[src/rtl/led7seg_scan_scheduler.sv]
// ---------------------------------------------------------------------------
// led7seg_scan_scheduler
//
// Purpose:
//   Drives an 8-digit 74HC595 seven-segment shift controller. Holds a
//   double-buffered 8-entry segment frame (shadow written by producers,
//   active used for display) and scans digits round-robin at a paced rate,
//   issuing one {segments, one-hot digit select} word per digit over a
//   vld/rdy handshake. A committed shadow frame is copied into the active
//   buffer only on the digit-7 transfer, so a displayed frame is never a
//   mix of two frames.
//
// Ports:
//   clk            system clock
//   rst            asynchronous reset, active-low
//   wr_en          write shadow[wr_addr] <= wr_seg
//   wr_addr        shadow entry index 0..7
//   wr_seg         segment byte to write
//   commit         one-cycle request to publish shadow at next frame boundary
//   blank          force every digit to BLANK_SEG
//   blink_mask     bit i set: digit i blanks during the blink OFF phase
//   dat            {segment byte, 8'h01 << digit}
//   vld            dat valid towards the shift controller
//   rdy            shift controller ready; transfer on vld && rdy
//   frame_done     one-cycle pulse after the digit-7 transfer
//   cur_digit      digit being issued or last issued
//   commit_pending commit accepted, swap not yet performed
// ---------------------------------------------------------------------------
module led7seg_scan_scheduler #(
  parameter int          SCAN_DIV  = 12500,
  parameter int          BLINK_DIV = 62500000,
  parameter logic [7:0]  BLANK_SEG = 8'hFF
) (
  input  logic        clk,
  input  logic        rst,
  input  logic        wr_en,
  input  logic [2:0]  wr_addr,
  input  logic [7:0]  wr_seg,
  input  logic        commit,
  input  logic        blank,
  input  logic [7:0]  blink_mask,
  output logic [15:0] dat,
  output logic        vld,
  input  logic        rdy,
  output logic        frame_done,
  output logic [2:0]  cur_digit,
  output logic        commit_pending
);

  localparam int GAP_W   = (SCAN_DIV  > 1) ? $clog2(SCAN_DIV)  : 1;
  localparam int BLINK_W = (BLINK_DIV > 1) ? $clog2(BLINK_DIV) : 1;
  localparam logic [GAP_W-1:0]   GAP_LAST   = GAP_W'(SCAN_DIV - 1);
  localparam logic [BLINK_W-1:0] BLINK_LAST = BLINK_W'(BLINK_DIV - 1);

  localparam logic [0:0] S_WAIT  = 1'b0;
  localparam logic [0:0] S_ISSUE = 1'b1;

  logic [0:0]         r_state;
  logic [GAP_W-1:0]   r_gap;
  logic [BLINK_W-1:0] r_blink_cnt;
  logic               r_blink_off;
  logic [15:0]        r_dat;
  logic               r_vld;
  logic               r_frame_done;
  logic [2:0]         r_cur_digit;
  logic               r_commit_pending;
  logic [7:0]         r_active [8];
  logic [7:0]         r_shadow [8];

  logic               w_xfer;
  logic               w_boundary;
  logic               w_swap;
  logic [7:0]         w_seg_sel;

  assign w_xfer     = r_vld & rdy;
  assign w_boundary = w_xfer & (r_cur_digit == 3'd7);
  // A commit arriving on the boundary cycle itself is honoured immediately.
  assign w_swap     = w_boundary & (r_commit_pending | commit);

  // Segment byte chosen for the digit about to be latched.
  always_comb begin
    w_seg_sel = r_active[r_cur_digit];
    if (blank) begin
      w_seg_sel = BLANK_SEG;
    end else if (r_blink_off && blink_mask[r_cur_digit]) begin
      w_seg_sel = BLANK_SEG;
    end
  end

  // Frame buffers. The swap reads the pre-edge shadow, so a write landing in
  // the swap cycle reaches the shadow only and waits for the next commit.
  always_ff @(posedge clk or negedge rst) begin
    if (!rst) begin
      for (int i = 0; i < 8; i++) begin
        r_active[i] <= BLANK_SEG;
        r_shadow[i] <= BLANK_SEG;
      end
    end else begin
      for (int i = 0; i < 8; i++) begin
        if (w_swap) begin
          r_active[i] <= r_shadow[i];
        end
        if (wr_en && (wr_addr == 3'(i))) begin
          r_shadow[i] <= wr_seg;
        end
      end
    end
  end

  // Free-running blink phase, independent of the scan.
  always_ff @(posedge clk or negedge rst) begin
    if (!rst) begin
      r_blink_cnt <= '0;
      r_blink_off <= 1'b0;
    end else if (r_blink_cnt == BLINK_LAST) begin
      r_blink_cnt <= '0;
      r_blink_off <= ~r_blink_off;
    end else begin
      r_blink_cnt <= r_blink_cnt + 1'b1;
    end
  end

  // Commit bookkeeping and frame-done pulse.
  always_ff @(posedge clk or negedge rst) begin
    if (!rst) begin
      r_commit_pending <= 1'b0;
      r_frame_done     <= 1'b0;
    end else begin
      r_frame_done <= w_boundary;
      if (w_swap) begin
        r_commit_pending <= 1'b0;
      end else if (commit) begin
        r_commit_pending <= 1'b1;
      end
    end
  end

  // Scan FSM: pace in WAIT, then hold the latched word in ISSUE until taken.
  always_ff @(posedge clk or negedge rst) begin
    if (!rst) begin
      r_state     <= S_WAIT;
      r_gap       <= '0;
      r_dat       <= {BLANK_SEG, 8'h01};
      r_vld       <= 1'b0;
      r_cur_digit <= 3'd0;
    end else begin
      case (r_state)
        S_WAIT: begin
          if (r_gap == GAP_LAST) begin
            r_gap   <= '0;
            r_dat   <= {w_seg_sel, 8'h01 << r_cur_digit};
            r_vld   <= 1'b1;
            r_state <= S_ISSUE;
          end else begin
            r_gap <= r_gap + 1'b1;
          end
        end
        S_ISSUE: begin
          if (rdy) begin
            r_vld       <= 1'b0;
            r_cur_digit <= r_cur_digit + 3'd1;
            r_state     <= S_WAIT;
          end
        end
        default: begin
          r_state <= S_WAIT;
          r_vld   <= 1'b0;
        end
      endcase
    end
  end

  assign dat            = r_dat;
  assign vld            = r_vld;
  assign frame_done     = r_frame_done;
  assign cur_digit      = r_cur_digit;
  assign commit_pending = r_commit_pending;

endmodule

[config.mk]
export PLATFORM = sky130hd
export DESIGN_NAME = led7seg_scan_scheduler
export DESIGN_NICKNAME = d
export VERILOG_FILES = /design/src/rtl/led7seg_scan_scheduler.sv
export SDC_FILE = /design/constraint.sdc
export NUM_CORES = 1
export LEC_CHECK = 0
export CAP_MARGIN = 10
export CELL_PAD_IN_SITES_DETAIL_PLACEMENT = 0
export CELL_PAD_IN_SITES_GLOBAL_PLACEMENT = 1
export CORE_ASPECT_RATIO = 1.5
export CORE_MARGIN = 10
export CORE_UTILIZATION = 30
export CTS_BUF_LIST = sky130_fd_sc_hd__clkbuf_4
export DETAILED_ROUTE_END_ITERATION = 12
export PLACE_DENSITY_LB_ADDON = 0.15
export RECOVER_POWER = 50
export SKIP_LAST_GASP = 1
export SYNTH_ARGS = -nofsm -noshare
export SYNTH_HDL_FRONTEND = slang
export SYNTH_SLANG_ARGS = --single-unit
[constraint.sdc]
create_clock -name clk -period 2.7 [get_ports clk]
set_input_delay 0.54 -clock clk [delete_from_list [all_inputs] [get_ports clk]]
set_output_delay 0.54 -clock clk [all_outputs]
set_load 0.005 [all_outputs]
==> summary.md, run 1 <==
| Metric | Value |
|---|---|
| Number of global-route vias before repair | between 5000 and 6000 |
| Actual slew at the worst max-slew pin | about 1.7 ns |
| Initial core utilization | 0.303 |
| Hold path startpoint | r_blink_off$_DFFE_PN0N_ |
| Die area | 0.0355 sq mm |
| Placed cell area | 0.00948 sq mm |
| PwrDens | between 600 and 700 mW/mm^2 |
| Crit end category | output pin |
| Cells after Synth | ~600 |
| Vias per inst | between 4 and 5 |
| Syn avg cell area | roughly 14 sq um |
| Post-synth EDFFs | 0 |
| GRT overflow | 0 |
| Final setup TNS | 0 ns |
| Synth Cell Area | ~0.0085 sq mm |
| Final instance area | between 0.009 and 0.01 sq mm |
| IO buf count | 46 |
| Nets | 700 |
| Max Clock Freq | between 400 and 500 MHz |
| # rows | 75 |
| FFs w/ async S/R, synth | 1.00 |
| Crit path from | cur_digit[2]$_DFFE_PN0P_ |
| H-tree levels | 4 |
| Syn. warnings | 0 |
| Maximum clock path buffer count | 2 |
| Synthesized Nets | 636 |
| Setup crit start kind | flop |
| Cell family with most CP delay | buffers and inverters |
| Layout cell share with drive strength beyond 1 | 0.503 |
| RSZ-0062 raised after global routing | false |
| Final wirelength | between 15000 and 20000 um |
| Failing checks | max-capacitance violations, max-slew violations |
| Final GP Congestion | around 0.76 |
| Top layer in use | met4 |
| IR drop worst, VDD | between 0.0002 and 0.0003 V |
| Fin crit period | roughly 2.5 ns |
| Register area share after synthesis | 0.586 |
| Largest net degree at the start of global routing | just over 60 |
| Post-DRT Antenna Nets | 0 |
| Area of the multi-input gates | around 0.0034 sq mm |
| Final setup violation count | 0 |
| Post-layout util | 0.350 |
| Worst-path clk slew | ~0.15 ns |
| Clock latency on the worst-skew pair | 0.58 ns |
| Worst slack at placement | between 0.3 and 0.4 ns |
| MaxCap Viol Count | 1 |
| CP max-delay cell | clkdlybuf4s50_1 |
| Final Hold Fails | 0 |
| Hold WS | a little under 0.5 ns |
| Max Transition Viols Final | 60 |
| Initial DRT Pass Iterations | 4 |
| Data required, critical path | 2.16 ns |
| Arrival time at the worst endpoint | 1.95 ns |
| Slew HR | -0.115 |
| Met3 wire len | about 670 um |
| HPWL after detailed placement | 12900 um |
| Buf/Inv on CP | 2 |
| Die W | 157 um |
| CTS tree | built |
| DR DRC count | 0 |
| Distinct cells, synth | 48 |
| Root Buffer | clkbuf_4 |
| Hold crit path type | reg -> reg |
| Seq cells post-synth | 192 |
| Worst r2r src | r_blink_cnt[0]$_DFF_PN0_ |
| Pleak | approximately 0.004 uW |
| Area added between synthesis and finish | 15.4% |
| PnR worst setup slack | between 0.2 and 0.25 ns |
| Vias | ~5000 |
| Die Ht | 226 um |
| Core area | 0.0280 sq mm |
| CTS Buf Count | 17 |
| Total GRT Usage | 0.113 |
| I/O Pins | between 40 and 50 |
| Ys flop type | dfstp_2 |
| Avg WL per Cell | 18.4 um |
| Crit path cell chain | buf_4, clkdlybuf4s50_1 |
| Worst clock skew | approximately 0.016 ns |
| Reg area | between 0.004 and 0.005 sq mm |
| Critical path class | reg -> out |
| Initial antenna violation count | 1 |
| # clock sinks | around 190 |
| Max FO, Critical Path | 25 |
| Fillers | ~2800 |
| DRT iter0 DRCs | 147 |
| Period utilization | 0.921 |
| First-pass GRT wire length | 31200 um |
| Met2 Routed Length | ~9500 um |
| Slowest stage delay, CP | around 0.59 ns |
| Status | finished, violations left |
| Met1 wire length | between 8000 and 9000 um |
[Yosys cell counts, types with 3 or more instances]
library cell,instances,share of area
dfstp_2,137,0.42
mux2_2,131,0.17
dfrtp_1,55,0.16
nand2_1,36,0.016
nor2_1,29,0.013
mux4_2,17,0.045
nand3_1,17,0.010
clkbuf_1,15,0.0066
o21ai_0,14,0.0083
xor2_1,13,0.013
xnor2_1,12,0.012
inv_1,11,0.0049
a21oi_1,10,0.0059
mux2i_1,10,0.012
or4_1,9,0.0080
a31oi_1,8,0.0059
ha_1,8,0.012
or3_1,8,0.0059
buf_2,6,0.0035
nand4b_1,6,0.0062
nand4_1,4,0.0029
nor3_1,4,0.0024
o31ai_1,4,0.0035
nor4_1,3,0.0022
nor4b_1,3,0.0031
[worst reg2reg max path, stage by stage (launching register included)]
cell     delay, ns
dfrtp_1       0.41
ha_1          0.23
inv_1         0.10
or4_1         0.76
or4_1         0.56
a21oi_1       0.18
[metal layers]
| metal | track usage | up-vias |
|---|---|---|
| met5 | 0 | - |
| met4 | 0.0390 | 0 |
| met3 | 0.0289 | 21 |
| met2 | 0.187 | 68 |
| met1 | 0.140 | 2583 |
| li1 | - | 2321 |
[final timing paths]
path / end / slack, ns / cells past startpoint
max reg2reg: r_blink_cnt[24]$_DFF_PN0_ / 0.38 / 5
max: cur_digit[2] / 0.21 / 2
min: r_blink_off$_DFFE_PN0N_ / 0.49 / 1
min reg2reg: r_blink_off$_DFFE_PN0N_ / 0.49 / 1
max in group asynchronous: r_shadow[26]$_DFFE_PN1P_ / 0.57 / 3
min in group asynchronous: r_blink_cnt[20]$_DFF_PN0_ / 0.92 / 2
[report_power, final]
group          internal, uW  total [uW]  switching [uW]
clock network           807        1760             953
registers              3310        3510             197
logic                   519        1070             546
[cell families after synthesis]
group / count (synthesis) / share of synthesized area
fa+ha+maj: 8 / 0.0118
mux: 158 / 0.231
flops: 192 / 0.586
simple gates: 142 / 0.0966
xor+xnor: 25 / 0.0258
buf+inv: 34 / 0.0168
compound gates: 44 / 0.0317
[cells in the final DEF, fill, tap and decap left out, types with 9 or more instances in the layout]
| master | count |
|---|---|
| xnor2_1 | 12 |
| nor2_1 | 29 |
| dfrtp_1 | 55 |
| a21oi_1 | 10 |
| buf_4 | 10 |
| mux4_2 | 17 |
| mux2i_1 | 10 |
| dfstp_2 | 137 |
| o21ai_0 | 14 |
| clkbuf_4 | 17 |
| inv_1 | 11 |
| nand3_1 | 17 |
| nand2_1 | 36 |
| or4_1 | 9 |
| mux2_2 | 131 |
| clkdlybuf4s50_1 | 43 |
| xor2_1 | 13 |
[final cells by class]
| type | count | share of cell area |
|---|---|---|
| clock buffers | 17 | 0.0130 |
| inverters | 11 | 0.00422 |
| multi-input cells | 377 | 0.344 |
| repair buffers | 68 | 0.0653 |
| well taps | 346 | 0.0442 |
| flip-flops and latches | 192 | 0.508 |
| diodes | 1 | 0.000256 |
| clock inverters | 15 | 0.0202 |
[sequential cells by signal, summed over array words and instances (netlist names)]
signal          flops
commit_pending      1
cur_digit           3
dat                16
frame_done          1
r_active           64
r_blink_cnt        26
r_blink_off         1
r_gap              14
r_shadow           64
r_state             1
vld                 1
[through the flow]
| step | total power (uW) | instances |
|---|---|---|
| 2_1_floorplan | 4200 | 603 |
| 3_3_place_gp | 4640 | 993 |
| 3_5_place_dp | 4660 | 993 |
| 4_1_cts | 6480 | 1026 |
| 5_1_grt | 6720 | 1027 |
| 6_report | 6340 | 1027 |
[timing repair]
item,in CTS,in global routing
hold buffers,1,0
resized for setup,0,1
setup buffers,0,0
endpoints found under the setup margin,0,1
hold endpoints to repair,41,0
Power figures use the tool's default switching activity.
==> inputs of run 2 (changes only) <==
- PLACE_DENSITY: unset -> 0.5
- PLACE_DENSITY_LB_ADDON: 0.15 -> unset
==> run 2 against run 1 <==
The flow still finishes with violations (max-capacitance violations, max-slew violations). Non-clock buffer count is 1 lower. Total power is 0.85% lower. Worst hold slack worse by 0.0060 ns. Clock skew is 0.0047 ns higher. Die area stayed put. Worst setup slack worse by 0.010 ns. Sequential share of layout area hardly changed. Critical path depth stayed put. Critical endpoint unchanged.
==> summary.md, run 2 (synthesis gave the netlist of run 1 again) <==
| Metric | Value |
|---|---|
| Status | finished, violations left |
| Failing checks | max-capacitance violations, max-slew violations |
| Placed cell area | 0.00949 sq mm |
| Max FO, Critical Path | 25 |
| Total GRT Usage | 0.112 |
| P_int | 4520 uW |
| Fin crit period | about 2.5 ns |
| IO buf count | 46 |
| Area added between synthesis and finish | 15.4% |
| Final GP Congestion | just under 0.8 |
| Worst clock skew | between 0.02 and 0.025 ns |
| CP max-delay cell | clkdlybuf4s50_1 |
| PnR worst setup slack | 0.202 ns |
| # clock sinks | between 150 and 200 |
| Die W | between 150 and 200 um |
| H-tree levels | 4 |
| Nets | between 600 and 700 |
| HPWL after detailed placement | around 13000 um |
| Final wirelength | about 19000 um |
| Initial DRT Pass Iterations | 4 |
| Worst-path clk slew | ~0.15 ns |
| Final setup TNS | 0 ns |
| Die area | between 0.03 and 0.04 sq mm |
| Final setup violation count | 0 |
| Pleak | approximately 0.004 uW |
| Layout cell share with drive strength beyond 1 | 0.517 |
| Initial antenna violation count | 1 |
| Biggest regs | r_active (64), r_shadow (64), r_blink_cnt (26) |
| Post-DRT Antenna Nets | 0 |
| DR DRC count | 0 |
| Clock latency on the worst-skew pair | 0.59 ns |
| Arrival time at the worst endpoint | just under 2 ns |
| Setup bufs post-CTS | 0 |
| IR drop worst, VDD | roughly 0.00026 V |
| Reg area | roughly 0.005 sq mm |
| PwrDens | about 640 mW/mm^2 |
| CTS Buf Count | 17 |
| Slowest stage delay, CP | approximately 0.60 ns |
| Hold crit path type | reg -> reg |
| I/O Pins | between 40 and 50 |
| Power share of the clock group | 0.266 |
| Switching Fraction | 0.280 |
| Core area | 0.0280 sq mm |
| Crit end category | output pin |
| Largest net degree at the start of global routing | between 60 and 70 |
| Area of the multi-input gates | 0.00338 sq mm |
| Initial core utilization | 0.303 |
| Max Transition Viols Final | slightly below 60 |
| MaxCap Viol Count | 1 |
| Die Ht | between 200 and 250 um |
| Setup crit start kind | flop |
| Max Clock Freq | around 400 MHz |
| Final instance area | ~0.0098 sq mm |
| Most frequent cells in the layout | dfstp_2 (137), mux2_2 (131), dfrtp_1 (55) |
| Slew HR | -0.134 |
| First-pass GRT wire length | 30800 um |
| Period utilization | 0.925 |
| Data required, critical path | 2.16 ns |
| Final Hold Fails | 0 |
| Worst slack at placement | between 0.08 and 0.09 ns |
| Number of global-route vias before repair | 5495 |
| CTS tree | built |
| Actual slew at the worst max-slew pin | ~1.7 ns |
| Root Buffer | clkbuf_4 |
| Critical path class | reg -> out |
| Avg WL per Cell | roughly 19 um |
| Sw power | approximately 1800 uW |
| Crit path cell chain | buf_4, clkdlybuf4s50_1 |
| Leading cell type in the layout, fill and taps excluded | dfstp_2 |
| Vias per inst | just under 5 |
| Fin cells | between 1000 and 1500 |
| Placed Cells | roughly 990 |
| DRT iter0 DRCs | 175 |
| Fillers | roughly 2800 |
| RSZ-0062 raised after global routing | false |
| GRT overflow | 0 |
| Comb power frac | 0.176 |
| Seq pwr share | 0.558 |
| Maximum clock path buffer count | 2 |
| # rows | 75 |
| Vias | 5036 |
==> run 2: cell count changes in the layout (fill, tap and decap cells not counted), moves of 2 or more <==
cell	previous run	this run
clkbuf_1	6	0
clkinv_2	5	0
buf_4	10	14
clkinvlp_4	1	5
clkinv_1	4	1
bufinv_16	5	3
clkbuf_4	17	19
inv_4	0	2
==> run 2: critical path, delay by kind of cell, from the launching register on <==
| family | cells | cell delay (ns) |
|---|---|---|
| buffers and inverters | 2 | 1.00 |
| flip-flops | 1 | 0.38 |
==> run 2: path summary, 6_finish.rpt <==
| check | start | end | slack (ns) | depth (start not counted) |
|---|---|---|---|---|
| min reg2reg | r_blink_cnt[4]$_DFF_PN0_ | r_blink_cnt[4]$_DFF_PN0_ | 0.49 | 1 |
| min in group asynchronous | rst | r_blink_cnt[12]$_DFF_PN0_ | 0.89 | 2 |
| max in group asynchronous | rst | dat[14]$_DFFE_PN1P_ | 0.51 | 3 |
| max | cur_digit[2]$_DFFE_PN0P_ | cur_digit[2] | 0.20 | 2 |
| max reg2reg | r_gap[11]$_DFFE_PN0N_ | dat[11]$_DFFE_PN1P_ | 0.45 | 4 |
| min | r_blink_cnt[4]$_DFF_PN0_ | r_blink_cnt[4]$_DFF_PN0_ | 0.49 | 1 |
==> run 2: layout make-up <==
cell class,count,area share
repair buffers,67,0.0675
well taps,346,0.0442
inverters,11,0.00422
clock inverters,13,0.0165
diodes,1,0.000255
multi-input cells,377,0.345
flip-flops and latches,192,0.508
clock buffers,19,0.0146
==> run 2: timing repair <==
item / CTS / global route
hold buffers: 1 / 0
resized for setup: 0 / 0
hold endpoints to repair: 24 / 0
==> run 2: through the flow <==
stage / util / hold slack, ns / total power (uW)
2_1_floorplan: - / 0.244 / 4200
3_3_place_gp: 0.339 / 0.460 / 4670
3_5_place_dp: 0.339 / 0.460 / 4700
4_1_cts: 0.351 / 0.444 / 6410
5_1_grt: 0.350 / 0.467 / 6640
6_report: 0.350 / 0.486 / 6280
==> run 2: power groups by stage <==
stage | registers [uW] | clock network (uW) | logic (uW)
after global routing | 3550 | 1860 | 1220
after CTS | 3510 | 1760 | 1150
final | 3500 | 1670 | 1110
after detailed placement | 3560 | 0 | 1140
after global placement | 3550 | 0 | 1120
after floorplan | 3500 | 0 | 707
==> run 2: layer usage <==
layer / track usage / up-vias / part of all wire
met4: 0.0369 / 0 / 0.012
met2: 0.188 / 71 / 0.50
met5: 0 / - / 0
li1: - / 2318 / -
met1: 0.139 / 2633 / 0.45
met3: 0.0268 / 14 / 0.034
==> inputs of run 3 (changes only) <==
- CAP_MARGIN: 10 -> unset
==> results of run 3 <==
The final DEF is identical to that of run 2; final timing and power are the same.
